### src/rtl/iwrr_weight_tracker.sv
// Weight tracker and output register for an interleaved weighted round-robin
// arbiter. Holds one grant from the external priority granter until it is
// accepted, counts accepted grants per requester against its weight, and
// reports which requesters have used up their share of the current round.
module iwrr_weight_tracker #(
    parameter int P_REQUESTER_NUM = 3,
    parameter int P_WEIGHT_W      = 4
) (
    input  logic                                  clk,
    input  logic                                  rst_n,
    input  logic [P_REQUESTER_NUM-1:0]            request,
    input  logic [P_REQUESTER_NUM-1:0]            prior_grant,
    input  logic [P_REQUESTER_NUM*P_WEIGHT_W-1:0] weight,
    input  logic                                  grant_ready,
    output logic [P_REQUESTER_NUM-1:0]            request_weight_completed,
    output logic                                  grant_valid,
    output logic [P_REQUESTER_NUM-1:0]            grant,
    output logic                                  round_end
);

    typedef enum logic {
        EMPTY = 1'b0,
        FULL  = 1'b1
    } state_t;

    state_t state;

    logic [P_REQUESTER_NUM-1:0][P_WEIGHT_W-1:0] cnt;
    logic [P_REQUESTER_NUM-1:0][P_WEIGHT_W-1:0] cnt_inc;
    logic [P_REQUESTER_NUM-1:0][P_WEIGHT_W-1:0] weff;
    logic [P_REQUESTER_NUM-1:0][P_WEIGHT_W:0]   cnt_sum;
    logic [P_REQUESTER_NUM-1:0]                 comp_nx;
    logic [P_REQUESTER_NUM-1:0]                 first_grant;
    logic                                       accept;
    logic                                       round_close;

    // Isolate the lowest-index set bit so the held grant is always one-hot
    always_comb begin
        first_grant = prior_grant & (~prior_grant + P_REQUESTER_NUM'(1));
    end

    // Per-requester increment, weight compare and next-state completed bits
    always_comb begin
        accept  = grant_valid & grant_ready;
        weff    = '0;
        cnt_sum = '0;
        cnt_inc = '0;
        comp_nx = request_weight_completed;
        for (int unsigned i = 0; i < P_REQUESTER_NUM; i++) begin
            weff[i]    = (weight[i*P_WEIGHT_W +: P_WEIGHT_W] == '0) ?
                         P_WEIGHT_W'(1) : weight[i*P_WEIGHT_W +: P_WEIGHT_W];
            // one extra bit so the compare sees cnt+1 even when cnt is all-ones
            cnt_sum[i] = {1'b0, cnt[i]} + (P_WEIGHT_W + 1)'(1);
            cnt_inc[i] = (&cnt[i]) ? cnt[i] : cnt_sum[i][P_WEIGHT_W-1:0];
            if (accept && grant[i] && (cnt_sum[i] >= {1'b0, weff[i]})) begin
                comp_nx[i] = 1'b1;
            end
        end
        round_close = (comp_nx != '0) && ((request & ~comp_nx) == '0);
    end

    // Output stage: load a grant when empty, hold it until accepted
    always_ff @(posedge clk) begin
        if (!rst_n) begin
            state       <= EMPTY;
            grant_valid <= 1'b0;
            grant       <= '0;
        end else begin
            case (state)
                EMPTY: begin
                    if (prior_grant != '0) begin
                        state       <= FULL;
                        grant_valid <= 1'b1;
                        grant       <= first_grant;
                    end else begin
                        grant <= '0;
                    end
                end
                FULL: begin
                    // no reload here: the bubble lets the granter see the new completed bits
                    if (grant_ready) begin
                        state       <= EMPTY;
                        grant_valid <= 1'b0;
                        grant       <= '0;
                    end
                end
            endcase
        end
    end

    // Weight accounting and round close; a close wins over a same-cycle increment
    always_ff @(posedge clk) begin
        if (!rst_n) begin
            cnt                      <= '0;
            request_weight_completed <= '0;
            round_end                <= 1'b0;
        end else if (round_close) begin
            cnt                      <= '0;
            request_weight_completed <= '0;
            round_end                <= 1'b1;
        end else begin
            round_end                <= 1'b0;
            request_weight_completed <= comp_nx;
            for (int unsigned i = 0; i < P_REQUESTER_NUM; i++) begin
                if (accept && grant[i]) begin
                    cnt[i] <= cnt_inc[i];
                end
            end
        end
    end

endmodule

### config.mk
export PLATFORM = sky130hd
export DESIGN_NAME = iwrr_weight_tracker
export DESIGN_NICKNAME = d
export VERILOG_FILES = /design/src/rtl/iwrr_weight_tracker.sv
export SDC_FILE = /design/constraint.sdc
export NUM_CORES = 1
export LEC_CHECK = 0
export CORE_MARGIN = 2
export CORE_UTILIZATION = 46
export CTS_CLUSTER_DIAMETER = 100
export CTS_CLUSTER_SIZE = 24
export DETAILED_ROUTE_END_ITERATION = 10
export MAX_ROUTING_LAYER = met4
export PLACE_DENSITY = 0.75
export SETUP_SLACK_MARGIN = 0.2
export SYNTH_ARGS = -nofsm -noshare
export SYNTH_HDL_FRONTEND = slang
export SYNTH_SLANG_ARGS = --single-unit
### constraint.sdc
create_clock -name clk -period 5.8 [get_ports clk]
set_input_delay 0.58 -clock clk [delete_from_list [all_inputs] [get_ports clk]]
set_output_delay 0.58 -clock clk [all_outputs]
set_load 0.01 [all_outputs]
# After elaboration in Yosys (flattened, before gate mapping)
# Index checks and enable logic that the tools add are counted.
# Widths: inputs -> output; s select.
# word_totals
register_bits	21
latch_bits	0
mem_bits_rw	0
mem_bits_ro	0
input_bits	21
output_inout_bits	8
wordCells	64
memories	0
# op_classes
add_sub_neg	4
mul	0
div_mod_pow	0
magnitude_cmp	3
eq_ne	2
n_shift	0
n_mux	16
bitwise_logic	10
reduce_logical	21
# ops
cell	count
$add 4x1->5 const B	3
$ge 5x4->1	3
$logic_not 4->1	3
$mux 4	3
$reduce_and 4->1	3
$mux 1	8
$reduce_and 2->1	4
$logic_and 1x1->1	7
$and 3x3->3	2
$mux 3	2
$not 3->3	2
$pmux 3 s2	1
$reduce_bool 3->1	2
$not 1->1	5
$ne 2x2->1 const B	2
$pmux 1 s2	2
$add 3x1->3 const B	1
$logic_not 3->1	1
$reduce_or 2->1	1
$and 1x1->1	1

# Longest topological paths before layout
# Gate-level depths: netlist of run 1.
# depth
depth_word	10
ltp_mapped	9
depth_no_buf	8

# Worst setup path before layout of run 1
# No wires, ideal clock.
# synth_timing
path_type	input to register
startpoint	input weight[2]
endpoint	register cnt[10] (netlist name)
setup_time_ns	0.073
arrival_ns	2.089
required_ns	5.727
setup_slack_ns	3.638
path_stages	9
n_path_buf	1
cell_sequence	inv_1 -> a31o_2 -> ha_1 -> nor2b_1 -> o21ai_1 -> o41ai_4 -> buf_6 -> nand3_1 -> o22ai_2
# synth_via
elab_chain_cells	10
elab_cells_between_ends	11
cone_classes	order compare (1); mux (2); bitwise (2); reduce/logical (6)
# synth_rtl
element	line_no	rtl
start: declaration	13	input logic [P_REQUESTER_NUM*P_WEIGHT_W-1:0] weight,
$logic_not 4->1	50	weff[i] = (weight[i*P_WEIGHT_W +: P_WEIGHT_W] == '0) ?
$mux 4 *	50	
$ge 5x4->1 *	55	if (accept && grant[i] && (cnt_sum[i] >= {1'b0, weff[i]})) begin
$logic_and 1x1->1 *	55	
$mux 1 *	55	
$not 3->3	59	round_close = (comp_nx != '0) && ((request & ~comp_nx) == '0);
$and 3x3->3	59	
$logic_not 3->1	59	
$logic_and 1x1->1 *	59	
$reduce_or 2->1 (no line) *	--	
end signal: indexed assignment	106	cnt[i] <= cnt_inc[i];
end: declaration	28	logic [P_REQUESTER_NUM-1:0][P_WEIGHT_W-1:0] cnt;
# Mark *: on every way between the ends. The rest lies on a longest branch, timed or not.
# A chain may end at the register's enable or synchronous reset.

# Final worst setup path of run 1
# layout_timing
startpoint	input weight[2]
endpoint	register cnt[6] (netlist name)
# The elaborated chain is that of the path after synthesis.

==> impl_metrics.json, run 1 <==
{
  "cts_tree": "built",
  "syn-instance-count": 190,
  "hold_depth": 2,
  "synth_nets": 226,
  "postCtsHoldBufs": 0,
  "io_buffers": 28,
  "yosysWarnings": 0,
  "nets": 252,
  "synth_top_area_share_pct": 26.3,
  "clk_latency_ns": 0.31,
  "slowest_stage": "o41ai_4",
  "status": "finished, final reports clean",
  "endpoint_kind": "flop",
  "first_pass_iters": 4,
  "met3_length_um": 118,
  "dieArea_sq_um": 3960,
  "synthFlopType": "dfxtp_1",
  "path_delay_family": "compound AO/OA/AOI/OAI gates",
  "power_density_nw_per_um2": 151,
  "cts_sinks": 21,
  "crit_type": "primary input to flop",
  "slowest_delay_ns": 0.80,
  "dr.max_layer_used": "met4",
  "worst_pin_slew_ns": 1.07,
  "ios": 29,
  "crit_arrival_ns": 2.98,
  "grt_max_degree": 34,
  "ir_worst_vdd_mv": 0.123,
  "drive_gt1_share_pct": 12.6,
  "cts.path.max_buffers": 2,
  "ys_ff_latch": 21,
  "synth_area_leaders": "dfxtp_1, ha_1, nand2_1",
  "worstPathRequired_ns": 6.03,
  "routed_wl_um": 3120,
  "drv_cap": 0,
  "synth_edf_count": 0,
  "hold_viol_final": 0,
  "drcViolationCount": 0,
  "antenna_cells": 0,
  "ys_seq_area_share_pct": 26.3,
  "wl_met1_um": 1580,
  "synth_top_cells_by_count": "nand2_1, dfxtp_1, nand3_1, ha_1, inv_1",
  "die_h_um": 62.9,
  "gp_congestion": 0.781,
  "grt_first_pass_wirelength_um": 5440,
  "rr_startpoint": "cnt[0]",
  "maxSlewViolCount": 0,
  "leakagePower_nw": 0.816,
  "route.antenna.remaining_nets": 0,
  "ys_types": 37,
  "area_growth_pct": 19.5,
  "grt_pass1_vias": 1222,
  "synthArstFlopShare_pct": 0,
  "synth.largest_area_cell": "dfxtp_1",
  "clock_skew_ns": 0.0132,
  "setup_viol": 0,
  "rsz0062_at_grt": "no",
  "min_period_over_period_pct": 47.3,
  "path_buf_inv": 2,
  "die_w_um": 62.9,
  "min_from": "state",
  "cp.depth": 9,
  "start_util_pct": 47.9,
  "gr-total-overflow": 0,
  "path_cells": "clkdlybuf4s50_1 > inv_1 > a31o_2 > ha_1 > nor2b_1 > o21ai_1 > o41ai_4 > nand3_1 > o22ai_2",
  "fp.coreArea_sq_um": 3340,
  "via_count": 1404,
  "syn-mean-instance-area_sq_um": 8.41,
  "post_cts.repair.setup_buffers": 0,
  "wl_met2_um": 1400,
  "grt_usage_pct": 17.1,
  "wl_per_cell_um": 12.0,
  "finalSetupTns_ns": 0,
  "critPathMaxFanout": 14,
  "path_clk_slew_ns": 0.11,
  "slew_headroom_pct": 28.3,
  "cts_buffers": 3,
  "avgViaCountPerCell": 5.38,
  "dpl.hpwl_um": 2310,
  "h-tree-depth": 1,
  "synth.most_common_cell": "nand2_1",
  "fmax_mhz": 364,
  "cts_resized": 0,
  "cp-start-kind": "primary input",
  "antenna_found_initial": 0,
  "startpoint": "weight[2]",
  "reg2reg_depth": 8,
  "synth_area_sq_um": 1600,
  "drt_iter0_drc": 58,
  "cts-root-buf": "clkbuf_4",
  "hp-class": "flop to flop",
  "power.total_mw": 0.288,
  "row_count": 21,
  "fin_crit_ns": 2.74
}
## final timing paths
check                           slack, ns      to
worst max register to register       3.18  cnt[6]
worst max-delay path                 3.06  cnt[6]
worst min-delay path                 0.58   state
worst min register to register       0.58   state
## final cells by class
cell class,instances,area (sq um)
fill,339,1430
inverter,10,37.5
multi-input combinational,152,1090
clock buffer,4,26.3
tap,46,57.6
sequential,21,420
timing repair buffer,28,280
## tightest hold or removal path: stages, from the launching register on
cell and delay [ns]:
dfxtp_1 0.40, inv_1 0.10, a21oi_1 0.06
## report_power, final
part           switching (mW)  internal [mW]
sequential            0.00665          0.150
clock                  0.0442         0.0268
combinational          0.0280         0.0327
total                  0.0789          0.209
## registers in the layout, summed over array words and instances, names as in the netlist
name,count
request_weight_completed,3
state,1
cnt,12
grant_valid,1
round_end,1
grant,3
## cell usage in the layout, fill, tap and decap left out, types with 2 or more instances in the layout
cell type | netlist | routed
a21oi_1 | 9 | 9
a21oi_2 | 2 | 2
a2bb2oi_2 | 2 | 2
a31o_2 | 3 | 3
a31oi_1 | 3 | 3
and2_1 | 4 | 4
and3_2 | 2 | 2
clkbuf_4 | 1 | 3
clkdlybuf4s50_1 | 0 | 28
dfxtp_1 | 21 | 21
ha_1 | 15 | 15
inv_1 | 10 | 10
mux2_2 | 6 | 6
nand2_1 | 30 | 30
nand2b_1 | 5 | 5
nand3_1 | 18 | 18
nor2_1 | 5 | 5
nor2b_1 | 7 | 7
nor3_1 | 4 | 4
o21ai_0 | 4 | 4
o22ai_1 | 9 | 9
o22ai_2 | 3 | 3
xnor2_1 | 4 | 4
xor2_1 | 5 | 5
## metal layers
| layer | vias up | global-route usage, % |
|---|---|---|
| li1 | 732 | - |
| met1 | 643 | 21.5 |
| met2 | 27 | 27.3 |
| met3 | 2 | 4.68 |
| met4 | 0 | 3.89 |
| met5 | - | - |
## through the flow
step / utilization (%) / std cells / hold slack, ns / area, sq um / setup slack (ns)
after CTS: 57.2 / 261 / 0.587 / 1910 / 3.08
after detailed placement: 56.4 / 257 / 0.571 / 1880 / 2.75
after floorplan: - / 190 / 0.605 / 1600 / 3.64
final: 57.2 / 261 / 0.584 / 1910 / 3.06
after global placement: 56.4 / 257 / 0.569 / 1880 / 2.76
after global routing: 57.2 / 261 / 0.634 / 1910 / 2.89
## cells by family (layout without fill, tap and decap cells)
| kind of cell | Yosys count | after routing | synth area share, % |
|---|---|---|---|
| mux | 6 | 6 | 4.23 |
| flops | 21 | 21 | 26.3 |
| xor+xnor | 9 | 9 | 4.93 |
| buf+inv | 17 | 42 | 5.64 |
| simple gates | 79 | 79 | 24.7 |
| fa+ha+maj | 15 | 15 | 11.7 |
| compound gates | 43 | 43 | 22.4 |
Note: power is estimated with default switching activity, not from simulation.
==> inputs of run 2 (changes only) <==
==> constraint.sdc (replaced) <==
create_clock -name clk -period 2.84 [get_ports clk]
set_input_delay 0.284 -clock clk [delete_from_list [all_inputs] [get_ports clk]]
set_output_delay 0.284 -clock clk [all_outputs]
set_load 0.01 [all_outputs]
==> impl_metrics.json, run 2 (synthesis gave the netlist of run 1 again) <==
{
  "fp.coreArea_sq_um": 3340,
  "layout_commonest_cell": "nand2_1",
  "min_period_over_period_pct": 82.0,
  "ir_worst_vdd_mv": 0.277,
  "hp-class": "flop to flop",
  "avgViaCountPerCell": 5.37,
  "cts_sinks": 21,
  "post_cts.repair.setup_buffers": 0,
  "leakagePower_nw": 0.831,
  "regMostFlops": "cnt",
  "layout.cells.non_filler": 264,
  "drive_gt1_share_pct": 13.8,
  "gp_congestion": 0.832,
  "wl_per_cell_um": 12.0,
  "critPathMaxFanout": 14,
  "cts_resized": 0,
  "fill_cells": 311,
  "setup_viol": 0,
  "antenna_found_initial": 0,
  "power_density_nw_per_um2": 307,
  "drt_iter0_drc": 55,
  "crit_top_cell": "ha_1",
  "start_util_pct": 47.9,
  "reg.largest.list": "cnt x12, grant x3, request_weight_completed x3",
  "crit_type": "flop to flop",
  "rsz0062_at_grt": "no",
  "antenna_cells": 0,
  "clk_latency_ns": 0.31,
  "path_clk_slew_ns": 0.12,
  "finalSetupTns_ns": 0,
  "slew_headroom_pct": 33.2,
  "h-tree-depth": 1,
  "dpl.hpwl_um": 2340,
  "cts_tree": "built",
  "io_buffers": 28,
  "area_growth_pct": 20.9,
  "dieArea_sq_um": 3960,
  "grt_max_degree": 31,
  "path_cells": "ha_1 > xor2_1 > ha_1 > a21oi_2 > o21ai_1 > o41ai_4 > buf_4 > nand3_1 > o22ai_1",
  "slowest_stage": "dfxtp_1",
  "endpoint_kind": "flop",
  "fin_crit_ns": 2.33,
  "worst_pin_slew_ns": 0.999,
  "ios": 29,
  "first_pass_iters": 4,
  "cp-start-kind": "flop",
  "clock_skew_ns": 0.00386,
  "slowest_delay_ns": 0.43,
  "die_w_um": 62.9,
  "grt_pass1_vias": 1344,
  "drcViolationCount": 0,
  "grt_usage_pct": 17.4,
  "placed_area_sq_um": 1910,
  "largest_register_ffs": 12,
  "route.antenna.remaining_nets": 0,
  "fmax_mhz": 429,
  "status": "finished, final reports clean",
  "worstPathRequired_ns": 3.08,
  "final_util_pct": 57.9,
  "place_inst": 260,
  "cts_buffers": 3,
  "stdcell_area_sq_um": 1930,
  "grt_first_pass_wirelength_um": 5600,
  "crit_arrival_ns": 2.57,
  "nets": 255,
  "routed_wl_um": 3170,
  "hold_viol_final": 0,
  "maxSlewViolCount": 0,
  "postCtsHoldBufs": 0,
  "via_count": 1418,
  "gr-total-overflow": 0,
  "cts.path.max_buffers": 2,
  "drv_cap": 0,
  "die_h_um": 62.9,
  "row_count": 21,
  "cts-root-buf": "clkbuf_4",
  "final_cell_mix": "nand2_1, clkdlybuf4s50_1, dfxtp_1, nand3_1, ha_1"
}
## run 2: path summary, 6_finish.rpt
| path | depth (start not counted) | endpoint | startpoint | slack, ns |
|---|---|---|---|---|
| setup reg to reg | 9 | cnt[5] | cnt[0] | 0.51 |
| hold / removal | 2 | state | state | 0.58 |
| setup / recovery | 9 | cnt[5] | cnt[0] | 0.51 |
| hold reg to reg | 2 | state | state | 0.58 |
## run 2: routing by layer
layer	vias to the layer above	routed length, um	GRT usage (%)
met2	23	1470	28.7
li1	737	-	-
met5	-	0	-
met4	0	22	3.33
met1	654	1560	22.2
met3	4	119	3.42
## run 2: metrics by stage
step / setup WS (ns) / total power [mW] / hold slack (ns)
after global placement: 0.350 / 0.449 / 0.555
after detailed placement: 0.279 / 0.452 / 0.565
after CTS: 0.486 / 0.600 / 0.585
final: 0.510 / 0.592 / 0.582
after floorplan: 0.745 / 0.400 / 0.413
after global routing: 0.305 / 0.629 / 0.613
## run 2: power breakdown
| group | internal [mW] | switching, mW | total, mW |
|---|---|---|---|
| clock network | 0.0549 | 0.0925 | 0.147 |
| registers | 0.306 | 0.0133 | 0.319 |
| logic | 0.0674 | 0.0585 | 0.126 |
## run 2: area by class of cell
class / instances / area (sq um) / share of cell area [%]
Timing Repair Buffer: 31 / 303 / 15.7
Inverter: 10 / 37.5 / 1.94
Clock buffer: 4 / 26.3 / 1.36
Tap cell: 46 / 57.6 / 2.98
Multi-Input combinational cell: 152 / 1090 / 56.3
Sequential cell: 21 / 420 / 21.8
## run 2: critical path, delay by kind of cell, from the launching register on
| kind | cells | cell delay, ns |
|---|---|---|
| AOI/OAI and AO/OA | 4 | 0.77 |
| DFF | 1 | 0.43 |
| xor gates and xnor gates | 1 | 0.17 |
| adders and majority gates | 2 | 0.54 |
| and+or+nand+nor | 1 | 0.09 |
| buffers and inverters | 1 | 0.26 |
